File: src/rtl/bomb_scheduler.sv
// Shared bomb-slot scheduler for two players: arbitrates placement requests,
// runs fuse/blast countdowns on game ticks and serializes blast reports.
module bomb_scheduler #(
  parameter int NSLOT       = 4,
  parameter int FUSE_TICKS  = 3,
  parameter int BLAST_TICKS = 2,
  parameter int MAXPER      = 2
) (
  input  logic             clk,
  input  logic             rst,
  input  logic             tick,
  input  logic             reqA,
  input  logic             reqB,
  input  logic [3:0]       hA,
  input  logic [3:0]       vA,
  input  logic [3:0]       hB,
  input  logic [3:0]       vB,
  output logic             grantA,
  output logic             grantB,
  output logic             denyA,
  output logic             denyB,
  output logic [3:0]       aCount,
  output logic [3:0]       bCount,
  output logic             blastValid,
  output logic [3:0]       blastH,
  output logic [3:0]       blastV,
  output logic             blastOwner,
  output logic [NSLOT-1:0] liveMask
);

  localparam int         SW         = (NSLOT > 1) ? $clog2(NSLOT) : 1;
  localparam logic [3:0] FUSE_INIT  = 4'(FUSE_TICKS);
  localparam logic [3:0] BLAST_INIT = 4'(BLAST_TICKS);
  localparam logic [3:0] MAXC       = 4'(MAXPER);

  typedef enum logic [1:0] {IDLE = 2'd0, ARMED = 2'd1, BLAST = 2'd2} slotState_t;

  slotState_t       slotState [NSLOT];
  logic [3:0]       slotH     [NSLOT];
  logic [3:0]       slotV     [NSLOT];
  logic [3:0]       slotCnt   [NSLOT];
  logic [NSLOT-1:0] slotOwner;
  logic [NSLOT-1:0] pend;
  logic             prioB;

  logic [NSLOT-1:0] idleMask, idle2, newBlast, freeMask, candMask;
  logic             firstReq, secondReq, firstOk, secondOk;
  logic             firstBusy, secondBusy, repAny, okA, okB;
  logic [3:0]       firstH, firstV, secondH, secondV, firstCnt, secondCnt;
  logic [3:0]       freeA, freeB;
  logic [SW-1:0]    firstSlot, secondSlot, repSlot, slotForA, slotForB;

  // Per-slot tick events, blast-report candidates and freed-owner tallies
  always_comb begin
    idleMask = '0;
    newBlast = '0;
    freeMask = '0;
    freeA    = 4'd0;
    freeB    = 4'd0;
    repSlot  = '0;
    for (int i = 0; i < NSLOT; i++) begin
      idleMask[i] = (slotState[i] == IDLE);
      newBlast[i] = tick && (slotState[i] == ARMED) && (slotCnt[i] == 4'd1);
      freeMask[i] = tick && (slotState[i] == BLAST) && (slotCnt[i] == 4'd1);
      freeA = freeA + {3'd0, freeMask[i] & ~slotOwner[i]};
      freeB = freeB + {3'd0, freeMask[i] & slotOwner[i]};
    end
    candMask = pend | newBlast;
    repAny   = |candMask;
    for (int i = NSLOT - 1; i >= 0; i--) begin
      repSlot = candMask[i] ? SW'(i) : repSlot;
    end
  end

  // Two-stage arbitration: the priority player sees registered state, the
  // other also sees the first player's grant (slot taken, tile occupied)
  always_comb begin
    firstReq   = prioB ? reqB : reqA;
    firstH     = prioB ? hB : hA;
    firstV     = prioB ? vB : vA;
    firstCnt   = prioB ? bCount : aCount;
    secondReq  = prioB ? reqA : reqB;
    secondH    = prioB ? hA : hB;
    secondV    = prioB ? vA : vB;
    secondCnt  = prioB ? aCount : bCount;
    firstBusy  = 1'b0;
    secondBusy = 1'b0;
    firstSlot  = '0;
    secondSlot = '0;
    for (int i = NSLOT - 1; i >= 0; i--) begin
      firstSlot  = idleMask[i] ? SW'(i) : firstSlot;
      firstBusy  = firstBusy  | (!idleMask[i] && slotH[i] == firstH  && slotV[i] == firstV);
      secondBusy = secondBusy | (!idleMask[i] && slotH[i] == secondH && slotV[i] == secondV);
    end
    firstOk = firstReq && (firstCnt < MAXC) && (|idleMask) && !firstBusy;
    for (int i = 0; i < NSLOT; i++) begin
      idle2[i] = idleMask[i] && !(firstOk && firstSlot == SW'(i));
    end
    for (int i = NSLOT - 1; i >= 0; i--) begin
      secondSlot = idle2[i] ? SW'(i) : secondSlot;
    end
    secondOk = secondReq && (secondCnt < MAXC) && (|idle2) && !secondBusy
               && !(firstOk && firstH == secondH && firstV == secondV);
    okA      = prioB ? secondOk : firstOk;
    okB      = prioB ? firstOk : secondOk;
    slotForA = prioB ? secondSlot : firstSlot;
    slotForB = prioB ? firstSlot : secondSlot;
  end

  // Slot state, ownership counts, priority and registered handshake/report outputs
  always_ff @(posedge clk or negedge rst) begin
    if (!rst) begin
      for (int i = 0; i < NSLOT; i++) begin
        slotState[i] <= IDLE;
        slotH[i]     <= 4'd0;
        slotV[i]     <= 4'd0;
        slotCnt[i]   <= 4'd0;
      end
      slotOwner  <= '0;
      pend       <= '0;
      prioB      <= 1'b0;
      aCount     <= 4'd0;
      bCount     <= 4'd0;
      grantA     <= 1'b0;
      grantB     <= 1'b0;
      denyA      <= 1'b0;
      denyB      <= 1'b0;
      blastValid <= 1'b0;
      blastH     <= 4'd0;
      blastV     <= 4'd0;
      blastOwner <= 1'b0;
    end else begin
      for (int i = 0; i < NSLOT; i++) begin
        if (okA && slotForA == SW'(i)) begin
          slotState[i] <= ARMED;
          slotOwner[i] <= 1'b0;
          slotH[i]     <= hA;
          slotV[i]     <= vA;
          slotCnt[i]   <= FUSE_INIT;
        end else if (okB && slotForB == SW'(i)) begin
          slotState[i] <= ARMED;
          slotOwner[i] <= 1'b1;
          slotH[i]     <= hB;
          slotV[i]     <= vB;
          slotCnt[i]   <= FUSE_INIT;
        end else if (newBlast[i]) begin
          slotState[i] <= BLAST;
          slotCnt[i]   <= BLAST_INIT;
        end else if (freeMask[i]) begin
          slotState[i] <= IDLE;
          slotCnt[i]   <= 4'd0;
        end else if (tick && slotState[i] != IDLE) begin
          slotCnt[i]   <= slotCnt[i] - 4'd1;
        end
        pend[i] <= candMask[i] && (repSlot != SW'(i));
      end
      prioB      <= (reqA && reqB) ? !prioB : prioB;
      aCount     <= aCount + {3'd0, okA} - freeA;
      bCount     <= bCount + {3'd0, okB} - freeB;
      grantA     <= okA;
      grantB     <= okB;
      denyA      <= reqA && !okA;
      denyB      <= reqB && !okB;
      blastValid <= repAny;
      blastH     <= repAny ? slotH[repSlot] : 4'd0;
      blastV     <= repAny ? slotV[repSlot] : 4'd0;
      blastOwner <= repAny ? slotOwner[repSlot] : 1'b0;
    end
  end

  // Live-blast view decoded straight from slot state flops
  always_comb begin
    liveMask = '0;
    for (int i = 0; i < NSLOT; i++) begin
      liveMask[i] = (slotState[i] == BLAST);
    end
  end

endmodule

File: config.mk
export PLATFORM = sky130hd
export DESIGN_NAME = bomb_scheduler
export DESIGN_NICKNAME = d
export VERILOG_FILES = /design/src/rtl/bomb_scheduler.sv
export SDC_FILE = /design/constraint.sdc
export NUM_CORES = 1
export LEC_CHECK = 0
export CAP_MARGIN = 20
export CORE_MARGIN = 3
export CORE_UTILIZATION = 58
export DETAILED_ROUTE_END_ITERATION = 12
export DONT_BUFFER_PORTS = 1
export PLACE_DENSITY = 0.79
export SLEW_MARGIN = 0
export SYNTH_ARGS = -nofsm -noshare
export SYNTH_HDL_FRONTEND = slang
export SYNTH_SLANG_ARGS = --single-unit
File: constraint.sdc
create_clock -name clk -period 9 [get_ports clk]
set_input_delay 2.7 -clock clk [delete_from_list [all_inputs] [get_ports clk]]
set_output_delay 2.7 -clock clk [all_outputs]
set_load 0.01 [all_outputs]
# Yosys cells after proc, flatten, opt, wreduce, memory -nomap -nowiden
# Index checks and enable logic that the tools add are counted.
# op_classes
eq_ne,42
n_reduce_logical,109
bitwise,20
add_sub_neg,14
muxes,95
order_cmp,4
# op_table
cell,count
2-to-1 mux 4 bit,48
equality test 4 bit,18
logical AND 1 bit,68
2-to-1 mux 2 bit,30
"equality test 2 bit, second input constant",10
nonzero test 5 bit,4
nonzero test 2 bit,9
binary-select mux 4 bit (select 2 bit),2
"equality test 4 x 1 -> 1 bit, second input constant",4
nonzero test 4 bit,4
"subtractor 4 x 1 -> 4 bit, second input constant",4
"equality test 2 x 1 -> 1 bit, second input constant",7
logical NOT 1 bit,14
logical NOT 2 bit,7
2-to-1 mux 1 bit,14
OR reduction 4 bit,3
adder 3 x 1 -> 4 bit,2
adder 4 x 1 -> 4 bit,2
AND 1 bit,8
"less-than comparator 4 x 2 -> 1 bit, second input constant",2
subtractor 4 bit,2
adder 2 x 1 -> 3 bit,2
bitwise OR 1 bit,6
adder 1 x 1 -> 2 bit,2
other kinds (8),12
# word_totals
in_bits,21
reg_bits,87
out_inout_bits,26
elab_cells,316

# Logic depth before layout (Yosys ltp)
# Gate-level depths: netlist of run 1.
# logic_depth
ltp_word,21
depth_mapped,20
mapped_depth_nobuf,16

# Least setup slack after synthesis of run 1
# OpenSTA, ideal clock, no wires.
# synth_path
kind,input-to-reg
startpoint,input vA[2]
endpoint,register aCount[3]
required_time_ns,8.920
stages,18
arrival_time_ns,5.979
setup_time_ns,0.080
n_path_buf,2
setup_slack_ns,2.941
path_cell_list,clkbuf_1 mux2i_2 xnor2_1 nor4_1 nand4_1 o311ai_2 o22ai_1 o31a_1 buf_6 fa_1 inv_1 ha_1 inv_1 fa_1 inv_1 ha_1 xnor2_1 xnor2_1
# synth_via
elab_chain_cells,18
elab_cells_between_ends,50
cone_classes,add/sub (2); eq/ne (9); mux (3); bitwise (6); reduce/logical (30)
# synth_rtl
item,line,source
from (decl),15,"input logic [3:0] vA,"
2-to-1 mux 4 bit,80,firstV = prioB ? vB : vA;
equality test 4 bit,92,firstBusy = firstBusy | (!idleMask[i] && slotH[i] == firstH && slotV[i] == firstV);
logical AND 1 bit,92,
bitwise OR 1 bit (3 in series),92,
logical NOT 1 bit,95,firstOk = firstReq && (firstCnt < MAXC) && (|idleMask) && !firstBusy;
logical AND 1 bit,95,
logical AND 1 bit,97,idle2[i] = idleMask[i] && !(firstOk && firstSlot == SW'(i));
logical NOT 1 bit,97,
logical AND 1 bit,97,
OR reduction 4 bit,102,secondOk = secondReq && (secondCnt < MAXC) && (|idle2) && !secondBusy
logical AND 1 bit (2 in series),102,
logical AND 1 bit,103,&& !(firstOk && firstH == secondH && firstV == secondV);
2-to-1 mux 1 bit (*),104,okA = prioB ? secondOk : firstOk;
adder 4 x 1 -> 4 bit (*),158,"aCount <= aCount + {3'd0, okA} - freeA;"
subtractor 4 bit (*),158,
to (signal assigned),158,
to (decl),22,"output logic [3:0] aCount,"
# Mark *: on every way between the ends. The rest lies on a longest branch, timed or not.
# A chain may end at the register's enable or synchronous reset.

# Worst setup path after layout of run 1
# layout_path
startpoint,input vB[2]
endpoint,register aCount[3]
# layout_via
elab_chain_cells,18
elab_cells_between_ends,50
cone_classes,add/sub (2); eq/ne (9); mux (3); bitwise (6); reduce/logical (30)
# layout_rtl
item,line,source
from (decl),17,"input logic [3:0] vB,"
2-to-1 mux 4 bit,80,
equality test 4 bit,92,
logical AND 1 bit,92,
bitwise OR 1 bit (3 in series),92,
logical NOT 1 bit,95,
logical AND 1 bit,95,
logical AND 1 bit,97,
logical NOT 1 bit,97,
logical AND 1 bit,97,
OR reduction 4 bit,102,
logical AND 1 bit (2 in series),102,
logical AND 1 bit,103,
2-to-1 mux 1 bit (*),104,
adder 4 x 1 -> 4 bit (*),158,
subtractor 4 bit (*),158,
# Marks and branches as above.

==> impl_results.md, run 1 <==
* Status: finished clean
* Initial Utilization at 0.603
* Syn-to-layout area delta at 4.16%
* Core Region at 9370 um2
* Worst Path Max Fanout at 7
* GR Overflow Total at 0
* Final setup vio count at 0
* Resized Gates After CTS at 0
* Crit-path leading delay family: adder cells
* Unrepaired setup endpoints after global routing: no
* Die H at 105 um
* LEAKAGE at 2.76 nW
* Fin nets at 594
* Placed insts at 669
* Synth Flop Type: dfrtp_1
* Relative slew slack at 0.309
* Io pins at 47
* DPL Wire Length at 10300 um
* Top cell type's share of synthesized area at 0.385
* Htree depth at 3
* Mapped Cells at 566
* Critical-path top delay cell: fa_1
* Synth async-reset ratio at 1.00
* Combinational Power Share at 0.524
* Diode count at 0
* Internal power at 0.00123 W
* CTS Sinks at 87
* Worst-margin pin slew at 1.04 ns
* Clk pwr share at 0.124
* Distinct cells, synth at 50
* Total track usage at 0.277
* Clock transition at path regs at 0.09 ns
* Setup TNS at 0 ns
* Cts hold-fix bufs at 0
* Cell Count, Final, Fillers Out at 685
* Layout cell share with drive strength beyond 1 at 0.0917
* Vias in the first global route at 4364
* Post-CTS Setup Bufs at 0
* Final Slew Violations at 0
* Startpoint Class: primary input
* Crit path arrival time at 6.37 ns
* Sw Ratio at 0.466
* Crit-path cells: mux2i_2 > xnor2_1 > nor4_1 > nand4_1 > o311ai_2 > nand3b_1 > o31a_1 > fa_1 > inv_1 > ha_1 > inv_1 > fa_1 > inv_1 > ha_1 > xnor2_1 > xnor2_1
* Drt via density at 6.39
* Sw power at 0.00107 W
* Met1 Usage GRT at 0.387
* Fin Hold WS at 0.485 ns
* TritonCTS Buffers at 9
* Worst Path Required at 9.29 ns
* Clock skew at 0.0120 ns
* Gr busiest metal: met2
* TritonRoute pass-1 iters at 5
* Synth area leaders: dfrtp_1, xnor2_1, xor2_1
* Met3 Usage GRT at 0.0500
* Row Count at 35
* Yosys Warn Count at 0
* Antenna violations before repair at 0
* Fraction of the yosys area taken by sequential cells at 0.385
* Place WS at 2.55 ns
* WP buf/inv at 3
* Maximum vdd drop at 0.253 mV
* Max Root-Sink Buffers at 2
* Largest net degree at the start of global routing at 88
* Hold crit path type: register to register
* CTS tree: done
* Placer Congestion at 0.974
* Synthesized area per cell at 9.99 um2
* Maximum single-stage delay on the critical path at 0.49 ns
* Post-route ant nets at 0
* Die width at 105 um
* Vias at 4380
* Post-synthesis instance area at 5660 um2
* Min cycle time layout at 6.07 ns
* First-pass GRT wire length at 23800 um
* Post-synth EDFFs at 0
* Synthesized flop and latch total at 87
* Fin crit share at 0.675
* Total Wirelength at 14700 um
* Final Hold Vio Count at 0
* DR WL/cell at 21.5 um
* Post-synthesis net count at 609
* Max Clk Rate at 165 MHz
* Number of max-cap violations at 0
* Met2 usage at 0.432
* CP endpoint kind: register
* Critical path type: primary input to register
* Smallest setup slack after layout at 2.93 ns
* Number of remaining DRC errors at 0
* Worst-Skew Late Latency at 0.37 ns
* IO Port Bufs at 0
* Clock root cell: clkbuf_8
* Largest area contributor in the netlist: dfrtp_1
* Initial DRC count at 369
* Seq pwr share at 0.352
* Power per cell area at 392 nW/um2
* Die Area at 11000 um2
[cells in the mapped netlist (all sizes together) (15+ instances only)]
library cell and n:
and3 36, clkbuf 19, mux2i 19, xor2 41, a221o 32, nor2 33, nand2 33, inv 34
a21oi 18, dfrtp 87, xnor2 47, mux2 15
[layout by cell type (no fill, tap or decap), drive strengths merged, types with 15 or more instances in the layout]
| cell type | synthesis | layout |
|---|---|---|
| mux2i | 19 | 19 |
| inv | 34 | 35 |
| and3 | 36 | 36 |
| a221o | 32 | 32 |
| nand2 | 33 | 33 |
| nor2 | 33 | 33 |
| xor2 | 41 | 41 |
| mux2 | 15 | 15 |
| xnor2 | 47 | 47 |
| a21oi | 18 | 18 |
| dfrtp | 87 | 87 |
[final timing paths]
kind	slack (ns)	start	end	depth (start not counted)
hold / removal	0.49	pend[3]	blastValid	2
setup reg to reg	4.07	prioB	aCount[3]	17
hold reg to reg	0.49	pend[3]	blastValid	2
min in group asynchronous	2.01	rst	slotCnt[10]	0
setup / recovery	2.93	vB[2]	aCount[3]	16
max in group asynchronous	6.87	rst	slotV[3]	0
[state kept, by name (all words and copies together), names as in the netlist, 4 cells and up]
signal     flops
blastV         4
aCount         4
slotState      8
slotOwner      4
pend           4
slotCnt       16
bCount         4
slotV         16
blastH         4
slotH         16
[power groups by stage]
stage | logic, W | clock network (W) | registers, W
finish | 0.00121 | 0.000286 | 0.000812
global route | 0.00133 | 0.000304 | 0.000833
CTS | 0.00120 | 0.000287 | 0.000807
detailed placement | 0.00119 | 0 | 0.000812
global placement | 0.00114 | 0 | 0.000801
floorplan | 0.000972 | 0 | 0.000744
[kinds of logic after synthesis]
logic type      count (synthesis)  synth area share
flops                          87             0.385
other cells                     1          0.000663
xor+xnor                       88             0.136
buf+inv                        67            0.0540
simple gates                  181             0.175
mux                            34            0.0690
compound gates                 86             0.121
fa+ha+maj                      22            0.0593
[through the flow]
stage | util | power, W | instance area (um2)
2_1_floorplan | - | 0.00172 | 5660
5_1_grt | 0.629 | 0.00247 | 5890
3_3_place_gp | 0.607 | 0.00195 | 5690
4_1_cts | 0.629 | 0.00230 | 5890
6_report | 0.629 | 0.00231 | 5890
3_5_place_dp | 0.607 | 0.00201 | 5690
[metal layers]
layer / wire [um] / vias to the layer above
li1: - / 1964
met1: 6110 / 2160
met2: 6880 / 223
met3: 1390 / 33
met4: 371 / 0
met5: 0 / -
[worst register-to-register path, cell delays in order (launching register included)]
cell and delay, ns:
dfrtp_1 0.70, buf_4 0.37, mux2i_2 0.45, xnor2_1 0.12
nor4_1 0.30, nand4_1 0.15, o311ai_2 0.36, nand3b_1 0.26
o31a_1 0.48, fa_1 0.49, inv_1 0.07, ha_1 0.14
inv_1 0.06, fa_1 0.38, inv_1 0.06, ha_1 0.16
xnor2_1 0.15, xnor2_1 0.14
[final cells by class]
cell class	count	area [um2]
fillers	760	3480
multi-input cells	412	3170
flip-flops and latches	87	2180
well taps	129	161
clock buffers	12	145
inverters	34	128
clock inverters	4	53.8
repair buffers	7	52.6
(Power assumes the default switching activity.)
==> run 2: changes to the inputs <==
--- a/config.mk
+++ b/config.mk
@@ -10,7 +10,7 @@
 export CORE_UTILIZATION = 58
 export DETAILED_ROUTE_END_ITERATION = 12
 export DONT_BUFFER_PORTS = 1
-export PLACE_DENSITY = 0.79
+export PLACE_DENSITY = 0.81
 export SLEW_MARGIN = 0
 export SYNTH_ARGS = -nofsm -noshare
 export SYNTH_HDL_FRONTEND = slang
==> constraint.sdc (replaced) <==
create_clock -name clk -period 5 [get_ports clk]
set_input_delay 1.5 -clock clk [delete_from_list [all_inputs] [get_ports clk]]
set_output_delay 1.5 -clock clk [all_outputs]
set_load 0.01 [all_outputs]
==> run 2 against run 1 <==
Worst hold slack got worse by 0.010 ns. Power increased by 86%. Die area unchanged. Sequential power increased by 79%. Count of clock-buffer cells in the layout decreased by 1. Non-clock buffer count increased by 16. Critical endpoint is now bCount[3].
==> impl_results.md, run 2 (synthesized netlist as in run 1, its figures left out) <==
* Status: finished clean
* # fillers at 758 (-0.26%)
* Most frequent cells in the layout: dfrtp_1, xnor2_1, xor2_1
* Unrepaired setup endpoints after global routing: no
* Number of remaining DRC errors at 0 (unchanged)
* Clock transition at path regs at 0.09 ns (about the same)
* Maximum vdd drop at 0.442 mV (+75%)
* Max Clk Rate at 220 MHz
* CTS tree: done
* Drt via density at 6.41 (+0.31%)
* Layout cell share with drive strength beyond 1 at 0.121 (+0.0289)
* DPL Wire Length at 10700 um (+3.6%)
* Worst Path Required at 5.28 ns (-4.01 ns)
* Io pins at 47 (unchanged)
* Antenna violations before repair at 0 (unchanged)
* Crit path arrival time at 4.82 ns (-1.55 ns)
* CTS Sinks at 87 (unchanged)
* Htree depth at 3 (unchanged)
* Worst Path Max Fanout at 5 (-2)
* Diode count at 0 (unchanged)
* CP endpoint kind: register
* Initial DRC count at 501 (+36%)
* Post-CTS Setup Bufs at 0 (unchanged)
* GR Overflow Total at 0 (unchanged)
* Syn-to-layout area delta at 6.75%
* Util after Layout at 0.644 (+0.0156)
* Clock skew at 0.00976 ns (-0.00220 ns)
* Final Slew Violations at 0 (unchanged)
* DR WL/cell at 21.6 um (+0.24%)
* Setup TNS at 0 ns (unchanged)
* Fin crit share at 0.908
* Commonest non-fill, non-tap cell in the layout: dfrtp_1
* Placer Congestion at 1.01 (+3.7%)
* Pwr Total at 0.00430 W (+86%)
* Post-route ant nets at 0 (unchanged)
* R2R cell count at 17 (unchanged)
* Power per cell area at 713 nW/um2 (+82%)
* Die H at 105 um (unchanged)
* Hold Path Stages at 2 (unchanged)
* Vias in the first global route at 4617 (+5.8%)
* Clock root cell: clkbuf_8
* Final setup vio count at 0 (unchanged)
* Initial Utilization at 0.603 (unchanged)
* Core Region at 9370 um2 (unchanged)
* Min cycle time layout at 4.54 ns
* Final Hold Vio Count at 0 (unchanged)
* Row Count at 35 (unchanged)
* Die Area at 11000 um2 (unchanged)
* R2R Setup Slk at 0.74 ns (-3.33 ns)
* Startpoint Class: primary input
* Total track usage at 0.289 (+0.0122)
* Die width at 105 um (unchanged)
* First-pass GRT wire length at 24900 um (+4.5%)
* TritonRoute pass-1 iters at 5 (unchanged)
* IO Port Bufs at 0 (unchanged)
* Worst-Skew Late Latency at 0.36 ns (about the same)
* LEAKAGE at 2.85 nW (+3.5%)
* Fin nets at 610 (+2.7%)
* Largest net degree at the start of global routing at 88 (unchanged)
* Cts hold-fix bufs at 0 (unchanged)
* Worst-margin pin slew at 0.989 ns (-0.0473 ns)
* Relative slew slack at 0.340 (+0.0308)
* Max Root-Sink Buffers at 2 (unchanged)
* Number of max-cap violations at 0 (unchanged)
* Resized Gates After CTS at 0 (unchanged)
* Total Wirelength at 15100 um (+2.6%)
* Critical path type: primary input to register
* TritonCTS Buffers at 9 (unchanged)
* Vias at 4496 (+2.6%)
* Top flop regs: slotCnt (16), slotH (16), slotV (16)
* Hold crit path type: register to register
* Fin Hold WS at 0.475 ns (-0.0101 ns)
run 2: cell count changes in the layout (fill, tap and decap cells not counted):
cell        before  now
bufinv_16        1    2
clkinv_2         0    1
nor2_1          33   32
nor2_2           0    1
inv_6            1    0
clkinvlp_4       2    1
buf_4            7   23
clkinv_4         0    1
clkbuf_1         2    1
run 2: path summary, 6_finish.rpt:
kind | start | end
hold reg to reg | pend[3] | blastValid
setup / recovery | reqA | bCount[3]
hold / removal | pend[3] | blastValid
setup reg to reg | prioB | bCount[3]
min in group asynchronous | rst | pend[3]
max in group asynchronous | rst | slotOwner[0]
run 2: power by group:
group          switching (W)  total (W)  leakage (nW)  internal (W)
Sequential          0.000414    0.00145          1.07       0.00104
Combinational        0.00129    0.00229          1.67       0.00100
Clock               0.000262   0.000558         0.110      0.000296
run 2: final cells by class:
class	count	area, um2	area share
Clock buffer	11	141	0.0234
Clock inverter	5	81.3	0.0135
Inverter	34	128	0.0211
Multi-Input combinational cell	412	3180	0.526
Sequential cell	87	2180	0.361
Tap cell	129	161	0.0267
Timing Repair Buffer	23	173	0.0286
run 2: routing by layer:
layer,share of wire,wire [um],vias to the layer above,GRT usage
li1,-,-,1999,-
met5,0,0,-,0
met4,0.027,404,0,0.107
met2,0.46,6950,256,0.452
met3,0.10,1540,39,0.0871
met1,0.41,6230,2202,0.380
run 2: worst max-delay path: stages:
cell	delay (ns)
nor4b_1	0.49
o221ai_1	0.23
a41oi_1	0.35
nand4_1	0.14
o22ai_1	0.23
o31a_1	0.30
fa_1	0.44
inv_1	0.07
ha_1	0.15
inv_1	0.06
fa_1	0.37
inv_1	0.06
ha_1	0.14
xnor2_1	0.14
xnor2_1	0.14
run 2: through the flow:
| stage | setup WS (ns) | std cells | cell area (um2) |
|---|---|---|---|
| after global routing | 0.190 | 701 | 6040 |
| after floorplan | 0.141 | 566 | 5660 |
| final | 0.461 | 701 | 6040 |
| after CTS | 0.512 | 701 | 6040 |
| after detailed placement | 0.146 | 685 | 5810 |
| after global placement | 0.267 | 685 | 5810 |
